File: config.mk
export PLATFORM = sky130hd
export DESIGN_NAME = dmem_byte_merge
export DESIGN_NICKNAME = d
export VERILOG_FILES = /design/src/rtl/dmem_wait_model_pkg.sv /design/src/rtl/dmem_wait_model_byte_merge.sv
export SDC_FILE = /design/constraint.sdc
export NUM_CORES = 1
export LEC_CHECK = 0
export CAP_MARGIN = 10
export CORE_AREA = 2 2 39 41
export DETAILED_ROUTE_END_ITERATION = 8
export DIE_AREA = 0 0 41 43
export DONT_BUFFER_PORTS = 1
export SETUP_SLACK_MARGIN = 0.3
export SYNTH_ARGS = -nofsm -noshare
export SYNTH_HDL_FRONTEND = slang
export SYNTH_SLANG_ARGS = --single-unit
File: constraint.sdc
create_clock -name vclk -period 0.9
set_clock_uncertainty 0.1 [all_clocks]
set_input_delay 0 -clock vclk [all_inputs]
set_output_delay 0 -clock vclk [all_outputs]
set_load 0.03 [all_outputs]
File: src/rtl/dmem_wait_model_pkg.sv
// Shared types and widths for the wait-state data memory model.
// Imported by the bus interface, the byte-merge helper and the top.
package dmem_wait_model_pkg;

  localparam int BYTEEN_W = 4;
  localparam int WORD_W   = 32;
  localparam int WAIT_W   = 4;

  typedef enum logic [1:0] {
    ST_INIT = 2'd0,
    ST_IDLE = 2'd1,
    ST_BUSY = 2'd2,
    ST_RESP = 2'd3
  } state_e;

endpackage

File: src/rtl/dmem_wait_model_byte_merge.sv
// Per-lane merge of write data into an existing word: lane i takes
// wdata when its byte enable is set, otherwise keeps the old byte.
module dmem_byte_merge
  import dmem_wait_model_pkg::*;
(
  input  logic [WORD_W-1:0]   i_old,
  input  logic [WORD_W-1:0]   i_wdata,
  input  logic [BYTEEN_W-1:0] i_byteen,
  output logic [WORD_W-1:0]   o_merged
);

  for (genvar g = 0; g < BYTEEN_W; g++) begin : g_lane
    assign o_merged[8*g +: 8] = i_byteen[g] ? i_wdata[8*g +: 8] : i_old[8*g +: 8];
  end

endmodule

## Yosys cells after proc, flatten, opt, wreduce, memory -nomap -nowiden

Cells that the tools add are included.

- Muxes and demuxes: 4

Operators with widths:

| kind | count |
|---|---|
| $mux W8 | 4 |

- Flip-flop bits (word level): 0
- Output and inout port bits: 32

## Longest topological paths before layout

Gate-level depths: netlist of the first run.

- Depth in word-level cells: 1
- Depth in mapped cells: 2
- Gate-level depth less buffers: 1

## Least setup slack after synthesis of the first run

OpenSTA, ideal clock, no wires.

- Path kind: input port to output port
- Start point: input i_byteen[0]
- End point: output o_merged[0]
- Data arrival time: 479 ps
- Data required time: 800 ps
- Slack: 321 ps
- Cell stages on the path: 2
- Buffers on the path: 1
- Cells stage by stage: buf_6 mux2_4

- Longest elaborated chain between the ends: 1

RTL lines:

| what | line | source |
|---|---|---|
| start, declared | dmem_wait_model_byte_merge.sv:8 | `input logic [BYTEEN_W-1:0] i_byteen,` |
| $mux W8 | dmem_wait_model_byte_merge.sv:13 | `assign o_merged[8*g +: 8] = i_byteen[g] ? i_wdata[8*g +: 8] : i_old[8*g +: 8];` |
| end, declared | dmem_wait_model_byte_merge.sv:9 | `output logic [WORD_W-1:0] o_merged` |

Every way passes these cells.

## Worst setup path in the final report of the first run

- Start point: input i_byteen[1]
- End point: output o_merged[9]

The elaborated chain is that of the path after synthesis.

==> out/results.tsv, run 1 <==
metric	value	unit
status	finished, final reports clean	
p_per_area	919	mW/mm^2
num-fill-cells	132	
critPathKind	in -> out	
initial_core_util	38.0	%
yosysWarnings	0	
diodes	0	
cts.repair.resized	0	
viasPerCell	6.56	
power	0.460	mW
overflow	0	
timing.slew.headroom	91.6	%
place_ws	0.455	ns
syn_nets	104	
die_width	41	um
antenna_found_initial	0	
regArea	0	sq um
postCtsSetupBuffers	0	
cts_hold_buffers	0	
setup_viol	0	
fmax	2.24	GHz
rows	14	
timing.final.ws_setup	0.453	ns
grt_pass1_wl	1890	um
cp.arrival	0.35	ns
finalWeightedCongestion	0.661	
muxShareOfSynthArea	91.4	%
drv_cap	0	
avgSynthCellArea	14.6	sq um
port_buffers	0	
postRouteAntennaNets	0	
final_nets	102	
die_area	0.00176	sq mm
synth_simple_gate_area_share	0	%
grt_max_degree	9	
totalWireLength	1590	um
syn_inst	36	
layout_worst_path_cycle_share	49.7	%
critPathMaxFanout	8	
layout_common_cells	32 x mux2_4	
whs	0.0815	ns
multi_input_area	480	sq um
sequential_cell_total	0	
ir_drop	0.298	mV
worst_slew_pin_slew	0.126	ns
synth_xor_area_share	0	%
num-clock-buffers	0	
required	0.80	ns
track_usage	15.6	%
ys_types	2	
area_growth	-4.76	%
grt_pass1_vias	319	
ys_seq_area_share	0	%
drc_errors	0	
syn_area	526	sq um
utilization	36.2	%
cp_slowest_cell	mux2_4	
synth_top_family_by_area	multiplexers	
synth_fa_ha_area_share	0	%
die_h	43	um
final_common_cell	mux2_4	
crit_family	multiplexers	
cp-start-kind	input pin	
drive_above_1_share	100	%
worstPathCellList	mux2_4	
core_area	0.00138	sq mm
pin_count	100	
cp.buffers_inverters	0	
wl_per_cell	33.1	um
hold_violations	0	
rsz0062_at_grt	no	
synth_compound_area_share	0	%
hp-class	in -> out	
drv_slew	0	
firstDrtPassIters	2	
max_stage_delay	0.34	ns
via_count	315	
power.leakage	0.263	nW
cp-end-kind	primary output	
drt_iter0_markers	2	
layout_min_cycle_time	0.447	ns
tns	0	ns
[path summary, 6_finish.rpt]
check | from | to | slack, ns | depth (start not counted)
max | i_byteen[1] | o_merged[9] | 0.45 | 1
min | i_wdata[22] | o_merged[22] | 0.08 | 1
[cells in the mapped netlist]
cell	number	area, sq um
mux2_4	32	480
buf_6	4	45.0
[layer usage]
layer  vias up  global-route usage (%)  share of wire [%]
met5         -                       0                  0
met4         0                    4.67                2.4
met3         6                    11.5                 16
met2        35                    24.1                 53
met1       146                    15.8                 29
li1        128                       -                  -
[where the power goes]
| part | switching, mW | total [mW] | internal [mW] |
|---|---|---|---|
| clock | 0 | 0 | 0 |
| combinational | 0.276 | 0.460 | 0.184 |
| sequential | 0 | 0 | 0 |
| total | 0.276 | 0.460 | 0.184 |
[kinds of logic (layout without fill, tap and decap cells)]
kind of cell | Yosys count | after routing
mux | 32 | 32
buf+inv | 4 | 0
[final cells by class]
type | instances | share of cell area (%)
well taps | 16 | 4.00
multi-input cells | 32 | 96.0
[through the flow]
| stage | area, sq um | cells |
|---|---|---|
| final | 500 | 48 |
| after global routing | 500 | 48 |
| after CTS | 500 | 48 |
| after detailed placement | 500 | 48 |
| after global placement | 500 | 48 |
| after floorplan | 526 | 36 |
Note: power is estimated with default switching activity, not from simulation.
==> inputs of run 2 (changes only) <==
==> constraint.sdc (replaced) <==
create_clock -name vclk -period 0.8
set_clock_uncertainty 0.1 [all_clocks]
set_input_delay 0 -clock vclk [all_inputs]
set_output_delay 0 -clock vclk [all_outputs]
set_load 0.03 [all_outputs]
==> out/results.tsv, run 2 (synthesis gave the netlist of run 1 again) <==
metric	value	unit	change
status	finished, final reports clean		
worstPathCellList	mux2_4		
dp.cells	48		unchanged
cp-start-kind	input pin		
setup_viol	0		unchanged
totalWireLength	1390	um	-12%
sequential_cell_total	0		unchanged
postCtsSetupBuffers	0		unchanged
pin_count	100		unchanged
diodes	0		unchanged
max_stage_delay	0.34	ns	about the same
die_h	43	um	unchanged
core_area	0.00138	sq mm	unchanged
viasPerCell	6.48		-1.3%
layout_worst_path_cycle_share	54.9	%	
cp.arrival	0.34	ns	about the same
drv_cap	0		unchanged
drv_slew	0		unchanged
layout_min_cycle_time	0.439	ns	
post-dp-hpwl	1360	um	
num-clock-buffers	0		unchanged
crit_family	multiplexers		
overflow	0		unchanged
die_area	0.00176	sq mm	unchanged
instances_no_fill	48		unchanged
drc_errors	0		unchanged
p_per_area	1030	mW/mm^2	+12%
rsz0062_at_grt	no		
cts_hold_buffers	0		unchanged
power.leakage	0.263	nW	unchanged
area_growth	-4.76	%	unchanged
grt_max_degree	9		unchanged
die_width	41	um	unchanged
final_common_cell	mux2_4		
drive_above_1_share	100	%	unchanged
ir_drop	0.284	mV	-4.6%
fmax	2.28	GHz	
critPathMaxFanout	8		unchanged
final_nets	102		unchanged
finalWeightedCongestion	0.801		+21%
cp.buffers_inverters	0		unchanged
cp_slowest_cell	mux2_4		
num-fill-cells	133		+0.76%
track_usage	13.4	%	-2.2 points
firstDrtPassIters	2		unchanged
regArea	0	sq um	unchanged
postRouteAntennaNets	0		unchanged
port_buffers	0		unchanged
hold_violations	0		unchanged
grt_pass1_vias	382		+20%
antenna_found_initial	0		unchanged
critPathLaunch	i_byteen[3]		
tns	0	ns	unchanged
required	0.70	ns	-0.10 ns
hold_start	i_wdata[8]		
cts.repair.resized	0		unchanged
cp-end-kind	primary output		
timing.slew.headroom	92.6	%	+0.93 points
layout_common_cells	32 x mux2_4		
hp-class	in -> out		
wl_per_cell	29.0	um	-12%
drt_iter0_markers	1		-1
worst_slew_pin_slew	0.112	ns	-0.0140 ns
initial_core_util	38.0	%	unchanged
grt_pass1_wl	1670	um	-12%
via_count	311		-1.3%
rows	14		unchanged
critPathKind	in -> out		
place_area	500	sq um	unchanged
finalInstanceArea	500	sq um	unchanged
[run 2: cell counts in the layout (fill, tap and decap cells not counted)]
Identical to the previous run, type by type.
[run 2: layout make-up]
| class | instances | area [sq um] | share of cell area (%) |
|---|---|---|---|
| Multi-Input combinational cell | 32 | 480 | 96.0 |
| Tap cell | 16 | 20.0 | 4.00 |
[run 2: final timing paths]
| check | to | slack [ns] | depth (start not counted) |
|---|---|---|---|
| worst max-delay path | o_merged[28] | 0.36 | 1 |
| worst min-delay path | o_merged[8] | 0.08 | 1 |
[run 2: per-stage QoR]
stage	util (%)	setup slack [ns]	power [mW]	hold slack [ns]
floorplan	-	0.236	0.570	0.0804
CTS	36.2	0.359	0.521	0.0830
global route	36.2	0.356	0.533	0.0839
detailed placement	36.2	0.359	0.520	0.0830
global placement	36.2	0.360	0.523	0.0842
finish	36.2	0.361	0.516	0.0825
[run 2: power by group]
group	internal (mW)	leakage [nW]	switching, mW
combinational	0.207	0.263	0.310
sequential	0	0	0
clock	0	0	0
total	0.207	0.263	0.310
[run 2: layer usage]
| metal | share of wire [%] | track usage, % | vias up |
|---|---|---|---|
| met2 | 61 | 29.4 | 51 |
| met1 | 26 | 11.4 | 132 |
| met3 | 13 | 2.09 | 0 |
| met5 | 0 | 0 | - |
| met4 | 0 | 0 | 0 |
| li1 | - | - | 128 |
